--- src/rtl/ring_pkg.sv ---
// Shared definitions for the 2-of-5 buffer position ring sequencer:
// command opcodes, the ten digit codes and code helper functions.
package ring_pkg;

    typedef enum logic [1:0] {
        OP_NOP   = 2'b00,
        OP_CLEAR = 2'b01,
        OP_STEP  = 2'b10,
        OP_SEEK  = 2'b11
    } op_t;

    // Digit codes as {a,b,c,d,e}; exactly two bits set in every valid code
    localparam logic [4:0] CODE0 = 5'b00011;
    localparam logic [4:0] CODE1 = 5'b10010;
    localparam logic [4:0] CODE2 = 5'b10001;
    localparam logic [4:0] CODE3 = 5'b01001;
    localparam logic [4:0] CODE4 = 5'b11000;
    localparam logic [4:0] CODE5 = 5'b10100;
    localparam logic [4:0] CODE6 = 5'b01100;
    localparam logic [4:0] CODE7 = 5'b01010;
    localparam logic [4:0] CODE8 = 5'b00110;
    localparam logic [4:0] CODE9 = 5'b00101;

    function automatic logic is_2of5(input logic [4:0] c);
        return ($countones(c) == 2);
    endfunction

    // Code a decade counter shows after one advance; 9 wraps to 0
    function automatic logic [4:0] next_code(input logic [4:0] c);
        logic [4:0] n;
        case (c)
            CODE0:   n = CODE1;
            CODE1:   n = CODE2;
            CODE2:   n = CODE3;
            CODE3:   n = CODE4;
            CODE4:   n = CODE5;
            CODE5:   n = CODE6;
            CODE6:   n = CODE7;
            CODE7:   n = CODE8;
            CODE8:   n = CODE9;
            default: n = CODE0;
        endcase
        return n;
    endfunction

endpackage

--- src/rtl/ring_step_ctl.sv ---
// Sequencer for a two-digit 2-of-5 position ring made of two edge-triggered
// decade counters. Executes CLEAR / STEP_N / SEEK commands by pulsing the
// counters' set0/advance inputs, generating the tens carry alongside the
// units advance when the units digit reads 9.
// Optional feature: define RING_STEP_CHECK_EN to verify the counter feedback
// against a predicted code after every pulse and after a clear.
module ring_step_ctl
    import ring_pkg::*;
#(
    parameter int unsigned SEEK_LIMIT = 100
) (
    input  logic       i_clk,
    input  logic       i_reset,
    input  logic       i_cmd_valid,
    output logic       o_cmd_ready,
    input  logic [1:0] i_cmd_op,
    input  logic [9:0] i_cmd_arg,
    input  logic [4:0] i_units,
    input  logic [4:0] i_tens,
    output logic       o_units_set0,
    output logic       o_units_advance,
    output logic       o_tens_set0,
    output logic       o_tens_advance,
    output logic       o_busy,
    output logic       o_done,
    output logic       o_error
);

    localparam int unsigned PW = $clog2(SEEK_LIMIT + 1);

    typedef enum logic [2:0] {
        S_IDLE,
        S_EVAL,
        S_PULSE,
        S_WAIT,
        S_CLR,
        S_CWAIT,
        S_DONE
    } state_t;

    state_t         state;
    op_t            op_q;
    logic [6:0]     remaining;
    logic [PW-1:0]  pulse_cnt;
    logic [4:0]     target_units;
    logic [4:0]     target_tens;
`ifdef RING_STEP_CHECK_EN
    logic [4:0]     pred_units;
    logic [4:0]     pred_tens;
    logic           accept_bad;
`endif

    // Command sequencer; every output is a register updated with the state.
    // Pulse outputs default low so each strobe lasts exactly one cycle, and
    // the PULSE->WAIT->EVAL loop guarantees two low cycles between advances.
    // o_done is raised on the DONE->IDLE edge so it coincides with ready.
    always_ff @(posedge i_clk or posedge i_reset) begin
        if (i_reset) begin
            state           <= S_IDLE;
            op_q            <= OP_NOP;
            remaining       <= '0;
            pulse_cnt       <= '0;
            target_units    <= '0;
            target_tens     <= '0;
            o_cmd_ready     <= 1'b1;
            o_busy          <= 1'b0;
            o_done          <= 1'b0;
            o_error         <= 1'b0;
            o_units_set0    <= 1'b0;
            o_units_advance <= 1'b0;
            o_tens_set0     <= 1'b0;
            o_tens_advance  <= 1'b0;
`ifdef RING_STEP_CHECK_EN
            pred_units      <= '0;
            pred_tens       <= '0;
            accept_bad      <= 1'b0;
`endif
        end else begin
            o_units_set0    <= 1'b0;
            o_units_advance <= 1'b0;
            o_tens_set0     <= 1'b0;
            o_tens_advance  <= 1'b0;
            o_done          <= 1'b0;

            case (state)
                S_IDLE: begin
                    if (i_cmd_valid) begin
                        op_q         <= op_t'(i_cmd_op);
                        remaining    <= i_cmd_arg[6:0];
                        pulse_cnt    <= '0;
                        target_tens  <= i_cmd_arg[9:5];
                        target_units <= i_cmd_arg[4:0];
                        o_error      <= 1'b0;
                        o_cmd_ready  <= 1'b0;
                        o_busy       <= 1'b1;
                        state        <= S_EVAL;
`ifdef RING_STEP_CHECK_EN
                        pred_units   <= i_units;
                        pred_tens    <= i_tens;
                        accept_bad   <= !(is_2of5(i_units) && is_2of5(i_tens));
`endif
                    end
                end

                S_EVAL: begin
`ifdef RING_STEP_CHECK_EN
                    if (accept_bad) begin
                        o_error <= 1'b1;
                        state   <= S_DONE;
                    end else
`endif
                    begin
                        case (op_q)
                            OP_CLEAR: begin
                                o_units_set0 <= 1'b1;
                                o_tens_set0  <= 1'b1;
                                state        <= S_CLR;
                            end
                            OP_STEP: begin
                                if (remaining == '0) begin
                                    state <= S_DONE;
                                end else begin
                                    o_units_advance <= 1'b1;
                                    o_tens_advance  <= (i_units == CODE9);
                                    state           <= S_PULSE;
                                end
                            end
                            OP_SEEK: begin
                                if (!(is_2of5(target_units) && is_2of5(target_tens))) begin
                                    o_error <= 1'b1;
                                    state   <= S_DONE;
                                end else if ({i_tens, i_units} == {target_tens, target_units}) begin
                                    state <= S_DONE;
                                end else if (pulse_cnt == PW'(SEEK_LIMIT)) begin
                                    o_error <= 1'b1;
                                    state   <= S_DONE;
                                end else begin
                                    o_units_advance <= 1'b1;
                                    o_tens_advance  <= (i_units == CODE9);
                                    state           <= S_PULSE;
                                end
                            end
                            default: state <= S_DONE;
                        endcase
                    end
                end

                S_PULSE: begin
                    if (op_q == OP_STEP) begin
                        remaining <= remaining - 7'd1;
                    end
                    if (op_q == OP_SEEK) begin
                        pulse_cnt <= pulse_cnt + PW'(1);
                    end
`ifdef RING_STEP_CHECK_EN
                    pred_units <= next_code(pred_units);
                    if (o_tens_advance) begin
                        pred_tens <= next_code(pred_tens);
                    end
`endif
                    state <= S_WAIT;
                end

                S_WAIT: begin
`ifdef RING_STEP_CHECK_EN
                    if (!is_2of5(i_units) || !is_2of5(i_tens) ||
                        i_units != pred_units || i_tens != pred_tens) begin
                        o_error <= 1'b1;
                        state   <= S_DONE;
                    end else begin
                        state <= S_EVAL;
                    end
`else
                    state <= S_EVAL;
`endif
                end

                S_CLR: begin
                    state <= S_CWAIT;
                end

                S_CWAIT: begin
`ifdef RING_STEP_CHECK_EN
                    if (i_units != CODE0 || i_tens != CODE0) begin
                        o_error <= 1'b1;
                    end
`endif
                    state <= S_DONE;
                end

                S_DONE: begin
                    o_done      <= 1'b1;
                    o_cmd_ready <= 1'b1;
                    o_busy      <= 1'b0;
                    state       <= S_IDLE;
                end

                default: begin
                    o_cmd_ready <= 1'b1;
                    o_busy      <= 1'b0;
                    state       <= S_IDLE;
                end
            endcase
        end
    end

endmodule
--- config.mk ---
export PLATFORM = sky130hd
export DESIGN_NAME = ring_step_ctl
export DESIGN_NICKNAME = d
export VERILOG_FILES = /design/src/rtl/ring_pkg.sv /design/src/rtl/ring_step_ctl.sv
export SDC_FILE = /design/constraint.sdc
export NUM_CORES = 1
export LEC_CHECK = 0
export ABC_AREA = 1
export CORE_AREA = 2 2 70 72
export CTS_CLUSTER_SIZE = 24
export DETAILED_ROUTE_END_ITERATION = 8
export DIE_AREA = 0 0 72 74
export GPL_ROUTABILITY_DRIVEN = 1
export GPL_TIMING_DRIVEN = 1
export PLACE_DENSITY = 0.76
export SYNTH_ARGS = -nofsm -noshare
export SYNTH_HDL_FRONTEND = slang
export SYNTH_SLANG_ARGS = --single-unit
--- constraint.sdc ---
create_clock -name i_clk -period 2.5 [get_ports i_clk]
set_clock_uncertainty 0.2 [all_clocks]
set_input_delay 0.5 -clock i_clk [delete_from_list [all_inputs] [get_ports i_clk]]
set_output_delay 0.5 -clock i_clk [all_outputs]
set_load 0.02 [all_outputs]
==> After elaboration in Yosys (flattened, before gate mapping) <==
Index checks and enable logic that the tools add are counted.
W data, S select, Z words.
{ "classes": {"n_mux": 37, "reduce_logical": 11, "n_bitwise": 1, "n_addsub": 10, "eq_ne": 20} }
{ "ops": {"columns": ["cell", "n"], "rows": [
  ["$mux W7", 4],
  ["$pmux W7 S2", 2],
  ["$mux W1", 19],
  ["$pmux W3 S6", 1],
  ["$mux W3", 5],
  ["$eq A10 B10 Y1", 1],
  ["$pmux W1 S2", 5],
  ["$eq A3 B3 Y1 const B", 3],
  ["$pmux W3 S3", 1],
  ["$add A1 B1 Y2", 4],
  ["$add A3 B1 Y4", 2],
  ["$eq A4 B2 Y1 const B", 2],
  ["$ne A2 B2 Y1 const B", 4],
  ["$add A7 B1 Y7 const B", 1],
  ["$eq A7 B7 Y1 const B", 1],
  ["$logic_not A7 Y1", 1],
  ["$sub A7 B1 Y7 const B", 1],
  ["$add A2 B2 Y3", 2],
  ["$eq A3 B2 Y1 const B", 2],
  ["$ne A3 B3 Y1 const B", 2],
  ["$reduce_and A3 Y1", 2],
  ["$eq A5 B3 Y1 const B", 1],
  ["$reduce_and A5 Y1", 1],
  ["$reduce_or A5 Y1", 1],
  ["other kinds (8)", 11]
]} }
{ "totals": {"output_inout_bits": 8, "ff_bits": 36, "in_bits": 25} }

==> Depth between registers and ports, before layout <==
Gate-level depths: netlist of run 1.
{ "depth": {"word_depth": 8, "depth_mapped": 13, "depth_no_buf": 13} }

==> Least setup slack after synthesis of run 1 <==
Ideal clock, no wire load.
{ "synth_path": {"kind": "register -> register", "from": "register target_tens[0]", "to": "register o_tens_advance", "arrival_ns": 2.168, "slack_ns": 0.061, "path_buffers": 0, "period_less_slack_ns": 2.439, "required_time_ns": 2.229, "stages_incl_launch_ff": 13, "setup_ns": 0.071, "path_cell_list": "dfrtp_1 -> inv_1 -> fa_1 -> inv_1 -> fa_1 -> ha_1 -> nand3b_1 -> nor2_1 -> nand3_1 -> o21bai_1 -> nand2_1 -> nand2_1 -> nor2_1"} }
{ "synth_via": {"elab_chain_cells": 8, "word_cells_on_any_way": 10, "classes_between": "add/sub: 3; eq/ne: 2; mux: 4; reduce/logical: 1"} }
{ "synth_lines": {"columns": ["element", "line_no", "source"], "rows": [
  ["start, declared", "ring_step_ctl.sv:46", "logic [4:0] target_tens;"],
  ["start signal, assigned", "ring_step_ctl.sv:91", "target_tens <= i_cmd_arg[9:5];"],
  ["$add A1 B1 Y2 (implied by the code)", "ring_pkg.sv:25", "return ($countones(c) == 2);"],
  ["$add A2 B2 Y3 (implied by the code)", "ring_pkg.sv:25", null],
  ["$add A3 B1 Y4 (implied by the code)", "ring_pkg.sv:25", null],
  ["$eq A4 B2 Y1", "ring_pkg.sv:25", null],
  ["$logic_and A1 B1 Y1", "ring_step_ctl.sv:129", "if (!(is_2of5(target_units) && is_2of5(target_tens))) begin"],
  ["$mux W1 (*)", "ring_step_ctl.sv:129", null],
  ["$pmux W1 S2 (*)", "ring_step_ctl.sv:113", "case (op_q)"],
  ["$mux W1 (*)", "ring_step_ctl.sv:85", "case (state)"],
  ["end signal, assigned", "ring_step_ctl.sv:124", "o_tens_advance <= (i_units == CODE9);"],
  ["end signal, assigned", "ring_step_ctl.sv:139", "o_tens_advance <= (i_units == CODE9);"],
  ["end, declared", "ring_step_ctl.sv:23", "output logic o_tens_advance,"]
]} }
Mark *: on every way between the ends. The rest lies on a longest branch, timed or not.
A chain may end at the register's enable or synchronous reset.

==> Worst setup path after layout of run 1 <==
{ "layout_path": {"from": "register target_units[0]", "to": "register o_tens_advance"} }
{ "layout_via": {"elab_chain_cells": 8, "word_cells_on_any_way": 10, "classes_between": "add/sub: 3; eq/ne: 2; mux: 4; reduce/logical: 1"} }
{ "layout_lines": {"columns": ["element", "line_no", "source"], "rows": [
  ["start, declared", "ring_step_ctl.sv:45", "logic [4:0] target_units;"],
  ["start signal, assigned", "ring_step_ctl.sv:92", "target_units <= i_cmd_arg[4:0];"],
  ["$add A1 B1 Y2 (implied by the code)", "ring_pkg.sv:25", null],
  ["$add A2 B2 Y3 (implied by the code)", "ring_pkg.sv:25", null],
  ["$add A3 B1 Y4 (implied by the code)", "ring_pkg.sv:25", null],
  ["$eq A4 B2 Y1", "ring_pkg.sv:25", null],
  ["$logic_and A1 B1 Y1", "ring_step_ctl.sv:129", null],
  ["$mux W1 (*)", "ring_step_ctl.sv:129", null],
  ["$pmux W1 S2 (*)", "ring_step_ctl.sv:113", null],
  ["$mux W1 (*)", "ring_step_ctl.sv:85", null]
]} }
Marks and branches as above.

==> out/results.ini, run 1 <==
[status]
status = complete, but fails checks
violations = setup timing

[worst_setup_path]
worstSetupStartpoint = target_units[0]$_DFFE_PP0P_
worstPathArrival_ns = 2.55
cp-end-kind = flop
max_stage_delay_ns = 0.52
cpMaxStageDelayCell = fa_1
worst-setup-path-type = reg2reg
crit_path_cell_trace = inv_2 > fa_1 > inv_1 > fa_2 > ha_1 > nand3b_1 > nor2_2 > nand3_1 > o21bai_4 > nand2_2 > nand2_2 > nor2_1
required_ns = 2.53
worst_setup_path_start_kind = flop
r2r_start = target_units[0]$_DFFE_PP0P_
cp_max_fo = 2
critPathMostFrequentCell = nand2_2

[placed_design]
place.gp.congestion = 0.860
port_buffers = 32
hpwl_um = 3250

[floorplan]
rows = 25
start_util = 0.470
die-area_um2 = 5330
die_h_um = 74
dieWidth_um = 72
coreArea_um2 = 4600
pin_count = 33

[cells_and_area]
drive_above_1_share = 0.136
multi_input_area_um2 = 1040
antenna_cells = 0
nFillCells = 419
nets = 351
regArea_um2 = 902
syn2layout_area_growth_pct = 24.0

[cts]
cts_tree = done
cts.clk_slew.worst_paths_ns = 0.08
clock_path_buffers = 2
clock_sinks = 36
cts_buffers = 5
postCtsHoldBufs = 0
clkLatencyLatePin_ns = 0.29
cts_root_buffer = clkbuf_8
htreeDepth = 2

[sta]
setup_ws_ns = -0.0201
finalSetupViolations = 1
worst_hold_slack_ns = 0.262
slew_headroom = 0.630
max_freq_ghz = 0.397
slew_viol_final = 0
rsz0062_at_grt = yes
period_share = 1.01
hold_violations = 0
fin_crit_ns = 2.52
worstMarginPinSlew_ns = 0.555

[min_path]
hp-start = state[0]$_DFFE_PP0P_
hp-class = reg2reg

[power_and_ir_drop]
power.density_nw_per_um2 = 1080
design_power_total_mw = 2.88
p_leak_nw = 1.33
irDropWorstVdd_mv = 0.366

[global_route]
grt_use_total = 0.185
grt_max_degree = 37
first_global_vias = 1762
grt_pass1_wl_um = 7480
grt_antenna_before_repair = 0
grt_overflow_total = 0

[synth]
yosysMostFrequentCell = nand2_1
syn_area_per_cell_um2 = 7.89
synthArstFlopShare = 1.00
ys_ff_latch = 36
syn_inst = 274
syn-num-nets = 309
yosys_warnings = 0
yosys.cell_types.count = 30
synthFlopType = dfrtp_1
synthesis.area_um2 = 2160
synth_commonest_cells = nand2_1 (82), inv_1 (44), dfrtp_1 (35)
synth.top_cell.area_share = 0.405
ys_seq_area_frac = 0.417
synth_area_leaders = dfrtp_1 (41%), nand2_1 (14%), inv_1 (7.6%)
synth_edf_count = 0
yosysTopAreaCell = dfrtp_1

[route]
antenna_left = 0
vias_per_cell = 4.91
routedWlPerCell_um = 11.7
drt_iter0_markers = 128
dr.pass1.iters = 4
vias = 1822
drc_errors = 0
finalWirelength_um = 4360

[flow_run]
cap_violations = 0

[timing repair]
action                                  4_1_cts  5_1_grt
buffers inserted                              1        2
resized for setup                             5        3
endpoints found under the hold margin         0        0
pin swaps                                     4        2
endpoints found under the setup margin        3        4
[critical path: cells and delay by family, from the launching register on]
kind / cells / cell delay [ns]
AND/OR/NAND/NOR: 6 / 0.47
adder cells (fa/ha/maj): 3 / 1.13
AO/OA/AOI/OAI: 1 / 0.18
buffers and inverters: 2 / 0.10
flip-flops: 1 / 0.36
[cell type report]
type                    count  area share
multi-input cells         183       0.390
repair buffers             42       0.148
clock buffers               5      0.0257
clock inverters             3     0.00701
flip-flops and latches     36       0.337
well taps                  54      0.0252
inverters                  48      0.0677
[report_power, final]
part | internal, mW | switching (mW) | total, mW
combinational | 0.628 | 0.873 | 1.50
sequential | 0.805 | 0.161 | 0.966
clock | 0.194 | 0.219 | 0.413
total | 1.63 | 1.25 | 2.88
[worst paths after layout]
path / to / slack [ns] / cells past startpoint
max: o_tens_advance$_DFF_PP0_ / -0.02 / 12
min: o_done$_DFF_PP0_ / 0.26 / 1
max reg2reg: o_tens_advance$_DFF_PP0_ / -0.02 / 12
min reg2reg: o_done$_DFF_PP0_ / 0.26 / 1
max in group asynchronous: o_cmd_ready$_DFFE_PP1P_ / 1.34 / 3
min in group asynchronous: o_done$_DFF_PP0_ / 0.42 / 3
[layer usage]
metal	vias up	track usage	part of all wire
met5	-	0	0
met4	0	0.0818	0.017
met3	6	0.0434	0.035
met2	32	0.318	0.50
met1	853	0.223	0.45
li1	931	-	-
[state kept, by name, indices dropped and copies added, names as in the netlist]
signal and count:
pulse_cnt 7, remaining 7, target_tens 5, target_units 5
state 3, op_q 2, o_busy 1, o_cmd_ready 1
o_done 1, o_error 1, o_tens_advance 1, o_tens_set0 1
o_units_advance 1
[through the flow]
stage	worst slack, ns	util	TNS (ns)	instances	instance area [um^2]
floorplan	0.0609	-	0	274	2160
global placement	-0.00545	0.553	-0.00545	360	2540
detailed placement	-0.0569	0.553	-0.0924	360	2540
CTS	-0.0354	0.576	-0.0356	369	2650
global route	-0.135	0.583	-0.383	371	2680
finish	-0.0201	0.583	-0.0201	371	2680
[cell usage in the layout, fill, tap and decap left out, types with 4 or more instances in the layout]
| cell | instances |
|---|---|
| a21oi_1 | 4 |
| buf_4 | 10 |
| clkbuf_8 | 5 |
| clkdlybuf4s50_1 | 32 |
| dfrtp_1 | 35 |
| ha_1 | 6 |
| inv_1 | 42 |
| inv_2 | 5 |
| nand2_1 | 80 |
| nand2_4 | 4 |
| nand3_1 | 10 |
| nor2_1 | 18 |
| nor3_1 | 4 |
| o21ai_0 | 17 |
| o21ai_1 | 6 |
| o31ai_2 | 4 |
| xor2_1 | 5 |
[logic make-up after synthesis]
logic type | share of synthesized area
flip-flops | 0.417
XOR/XNOR | 0.0324
AND/OR/NAND/NOR | 0.252
buffers and inverters | 0.110
AO/OA/AOI/OAI | 0.116
adder cells (fa/ha/maj) | 0.0718
Power figures use the tool's default switching activity.
==> inputs of run 2 (changes only) <==
Settings changed: PLACE_DENSITY 0.76 to 0.74.
==> run 2 against run 1 <==
Effect of this change:
- the run still ends with setup timing left
- cell count unchanged
- critical path depth is the same
- total power up 1.2%
- via count about the same
- clock power fell by 1%
- flip-flop and latch count did not move
- register-to-register slack worse by 0.07 ns
- combinational power is 3% higher
- wire length grew 2.4%
- largest cell class unchanged
- largest power group unchanged
==> out/results.ini, run 2 (same netlist as run 1, synthesis figures left out) <==
[route]
drc_errors = 0
finalWirelength_um = 4460
antenna_left = 0
drt_iter0_markers = 139
routedWlPerCell_um = 12.0
vias = 1823
vias_per_cell = 4.91
dr.pass1.iters = 4

[floorplan]
die_h_um = 74
dieWidth_um = 72
die-area_um2 = 5330
start_util = 0.470
pin_count = 33
coreArea_um2 = 4600
rows = 25

[flow_run]
cap_violations = 0

[cells_and_area]
layout_common_cells = nand2_1 (80), inv_1 (40), dfrtp_1 (35)
drive_above_1_share = 0.145
reg.largest.list = pulse_cnt: 7 flops, remaining: 7 flops
antenna_cells = 0
layout_commonest_cell = nand2_1
multi_input_area_um2 = 1060
layout.cells.non_filler = 371
nets = 351
syn2layout_area_growth_pct = 24.6
nFillCells = 414
regArea_um2 = 902

[sta]
fin_crit_ns = 2.59
slew_viol_final = 0
setup_ws_ns = -0.0911
worstMarginPinSlew_ns = 0.559
finalSetupViolations = 3
hold_violations = 0
slew_headroom = 0.627
period_share = 1.04
max_freq_ghz = 0.386
rsz0062_at_grt = yes

[worst_setup_path]
cp_max_fo = 2
worst-setup-path-type = reg2reg
worst_setup_path_start_kind = flop
required_ns = 2.52
worstPathArrival_ns = 2.61
cp-end-kind = flop

[global_route]
grt_use_total = 0.187
grt_pass1_wl_um = 7630
first_global_vias = 1777
grt_antenna_before_repair = 0
grt_max_degree = 37
grt_overflow_total = 0

[power_and_ir_drop]
power.density_nw_per_um2 = 1080
irDropWorstVdd_mv = 0.415
p_leak_nw = 1.33
design_power_total_mw = 2.91

[cts]
clock_path_buffers = 2
cts_root_buffer = clkbuf_8
htreeDepth = 2
cts.clk_slew.worst_paths_ns = 0.08
cts_buffers = 5
clkLatencyLatePin_ns = 0.28
clock_sinks = 36
cts_tree = done

[min_path]
hp-class = reg2reg

[status]
violations = setup timing
status = complete, but fails checks

[placed_design]
hpwl_um = 3310
place.gp.congestion = 0.814
port_buffers = 32
dp_cells = 360

-- run 2: cell counts in the layout (fill, tap and decap cells not counted) --
No cell type changed its count.
-- run 2: path summary, 6_finish.rpt --
check                                           end  slack, ns                   startpoint  cells after the start
setup / recovery           o_tens_advance$_DFF_PP0_      -0.09  target_units[1]$_DFFE_PP0P_                     12
hold / removal                     o_done$_DFF_PP0_       0.26         state[0]$_DFFE_PP0P_                      1
setup reg to reg           o_tens_advance$_DFF_PP0_      -0.09  target_units[1]$_DFFE_PP0P_                     12
hold reg to reg                    o_done$_DFF_PP0_       0.26         state[0]$_DFFE_PP0P_                      1
max in group asynchronous   o_cmd_ready$_DFFE_PP1P_       1.34                      i_reset                      3
min in group asynchronous        o_busy$_DFFE_PP0P_       0.42                      i_reset                      3
-- run 2: power breakdown --
group	total, mW	internal [mW]	switching, mW	leakage, nW
registers	0.968	0.805	0.163	0.459
clock network	0.409	0.194	0.215	0.0479
logic	1.54	0.641	0.896	0.824
-- run 2: area by class of cell --
cell class,instances,share of cell area
clock inverter,3,0.00697
multi-input combinational,183,0.393
clock buffer,5,0.0256
inverter,48,0.0674
sequential,36,0.335
timing repair buffer,42,0.147
tap,54,0.0251
-- run 2: metal layers --
| layer | share of wire | routed length (um) | vias to the layer above | GRT usage |
|---|---|---|---|---|
| met5 | 0 | 0 | - | 0 |
| met1 | 0.46 | 2040 | 835 | 0.227 |
| met3 | 0.037 | 165 | 4 | 0.0407 |
| met4 | 0.0085 | 38 | 0 | 0.0566 |
| met2 | 0.50 | 2220 | 48 | 0.336 |
| li1 | - | - | 936 | - |
-- run 2: per-stage QoR --
step	setup TNS (ns)	instance area, um^2	worst slack (ns)	hold WS (ns)	util
6_report	-0.151	2690	-0.0911	0.259	0.585
4_1_cts	-0.0337	2650	-0.0337	0.261	0.575
5_1_grt	-0.420	2690	-0.180	0.281	0.585
3_3_place_gp	-0.0117	2540	-0.0117	0.239	0.553
2_1_floorplan	0	2160	0.0609	0.231	-
3_5_place_dp	-0.138	2540	-0.0687	0.250	0.553
-- run 2: critical path, stage by stage, from the launching register on --
cell	delay [ns]
dfrtp_1	0.37
inv_1	0.08
fa_1	0.53
inv_2	0.05
fa_2	0.37
ha_4	0.27
nand3b_1	0.08
nor2_2	0.11
nand3_1	0.07
o21bai_4	0.18
nand2_2	0.07
nand2_2	0.06
nor2_1	0.09
-- run 2: what timing repair did --
| item | CTS | global route |
|---|---|---|
| resized for setup | 4 | 8 |
| hold buffers | 0 | 0 |
| buffers inserted | 1 | 2 |
| endpoints found under the setup margin | 3 | 3 |
| pin swaps | 2 | 7 |
==> inputs of run 3 (changes only) <==
Settings changed: CORE_AREA 2 2 70 72 to 2 2 80 63, DIE_AREA 0 0 72 74 to 0 0 82 65, PLACE_DENSITY 0.74 to 0.75.
==> run 3 against run 2 <==
Effect of this change:
- the run still ends with setup timing left
- non-clock buffer count fell by 2
- sequential share of layout area rose by 0.25 points
- critical path depth did not move
- final area fell by 0.74%
- clock power rose by 5.6%
- largest power group unchanged
- highest routed layer unchanged
==> out/results.ini, run 3 (same netlist as run 1, synthesis figures left out) <==
[global_route]
grt_antenna_before_repair = 0
grt_overflow_total = 0
grt_pass1_wl_um = 7610
grt_use_total = 0.191
grt_max_degree = 37
first_global_vias = 1704

[cts]
cts.clk_slew.worst_paths_ns = 0.08
cts_buffers = 5
clock_sinks = 36
cts_root_buffer = clkbuf_8
clock_path_buffers = 2
clkLatencyLatePin_ns = 0.29
htreeDepth = 2
postCtsHoldBufs = 0
cts_tree = done

[cells_and_area]
stdcell_area_um2 = 2670
reg.largest.list = pulse_cnt: 7 flops, remaining: 7 flops
drive_above_1_share = 0.124
nets = 349
layout_commonest_cell = nand2_1
antenna_cells = 0
nFillCells = 445
layout_common_cells = nand2_1 (82), inv_1 (42), dfrtp_1 (35)
syn2layout_area_growth_pct = 23.6

[sta]
slew_headroom = 0.632
slew_viol_final = 0
worstMarginPinSlew_ns = 0.552
fin_crit_ns = 2.55
max_freq_ghz = 0.392
rsz0062_at_grt = yes
period_share = 1.02
setup_ws_ns = -0.0480
finalSetupViolations = 1
hold_violations = 0

[worst_setup_path]
cp_max_fo = 2
required_ns = 2.52
cp-end-kind = flop
r2r_start = target_units[3]$_DFFE_PP0P_
worstPathArrival_ns = 2.57
worst-setup-path-type = reg2reg
worst_setup_path_start_kind = flop
worstSetupStartpoint = target_units[3]$_DFFE_PP0P_

[power_and_ir_drop]
p_leak_nw = 1.32
design_power_total_mw = 2.89
irDropWorstVdd_mv = 0.452
power.density_nw_per_um2 = 1080

[placed_design]
port_buffers = 32
place.gp.congestion = 0.837
postPlaceCellArea_um2 = 2540
hpwl_um = 3260
place_ws_ns = -0.0844

[floorplan]
pin_count = 33
die_h_um = 65
dieWidth_um = 82
die-area_um2 = 5330
coreArea_um2 = 4620
start_util = 0.467
rows = 22

[route]
antenna_left = 0
routedWlPerCell_um = 12.0
drt_iter0_markers = 100
vias_per_cell = 4.90
drc_errors = 0
vias = 1838
dr.pass1.iters = 5
finalWirelength_um = 4490

[status]
status = complete, but fails checks
violations = setup timing

[flow_run]
cap_violations = 0

[min_path]
hp-class = reg2reg
hp-start = state[0]$_DFFE_PP0P_

[run 3: cell types whose count changed in the layout (fill, tap and decap cells not counted), moves of 2 or more]
cell	change
buf_4	-2
inv_1	+2
inv_2	-2
nand2_1	+2
nand2_2	-2
[run 3: per-layer routing]
| metal | vias up | track usage | part of all wire |
|---|---|---|---|
| met5 | - | 0 | 0 |
| met4 | 0 | 0.0458 | 0.016 |
| met3 | 11 | 0.0571 | 0.053 |
| met2 | 56 | 0.313 | 0.46 |
| met1 | 842 | 0.248 | 0.48 |
| li1 | 929 | - | - |
[run 3: path summary, 6_finish.rpt]
path / endpoint / slack [ns] / cells past startpoint
setup / recovery: o_tens_advance$_DFF_PP0_ / -0.05 / 12
hold / removal: o_done$_DFF_PP0_ / 0.25 / 1
setup reg to reg: o_tens_advance$_DFF_PP0_ / -0.05 / 12
hold reg to reg: o_done$_DFF_PP0_ / 0.25 / 1
max in group asynchronous: o_cmd_ready$_DFFE_PP1P_ / 1.36 / 3
min in group asynchronous: o_busy$_DFFE_PP0P_ / 0.40 / 3
[run 3: per-stage QoR]
stage / cells / util / hold WS (ns) / TNS (ns)
6_report: 375 / 0.578 / 0.252 / -0.0480
4_1_cts: 374 / 0.573 / 0.257 / -0.171
3_3_place_gp: 365 / 0.550 / 0.240 / -0.00771
5_1_grt: 375 / 0.578 / 0.276 / -0.453
3_5_place_dp: 365 / 0.550 / 0.246 / -0.170
2_1_floorplan: 274 / - / 0.231 / 0
[run 3: area by class of cell]
type / instances / area (um^2) / area share
Clock buffer: 6 / 82.6 / 0.0309
Clock inverter: 2 / 10.0 / 0.00375
Inverter: 48 / 181 / 0.0679
Multi-Input combinational cell: 183 / 1040 / 0.389
Sequential cell: 36 / 902 / 0.338
Tap cell: 60 / 75.1 / 0.0281
Timing Repair Buffer: 40 / 380 / 0.142
[run 3: report_power, final]
| group | switching, mW | internal, mW |
|---|---|---|
| clock network | 0.212 | 0.220 |
| registers | 0.159 | 0.806 |
| logic | 0.885 | 0.604 |
[run 3: critical path, stage by stage (launching register included)]
cell      delay, ns
dfrtp_1        0.36
inv_2          0.05
fa_1           0.54
inv_1          0.05
fa_2           0.32
ha_1           0.29
nand3b_1       0.09
nor2_2         0.10
nand3_1        0.08
o21bai_4       0.18
nand2_1        0.06
nand2_1        0.06
nor2_1         0.10
[run 3: what timing repair did]
item	4_1_cts	5_1_grt
endpoints found under the hold margin	0	0
gates resized for setup	2	4
gates cloned	0	0
setup buffers	1	1
setup endpoints to repair	3	3
pin swaps	4	5
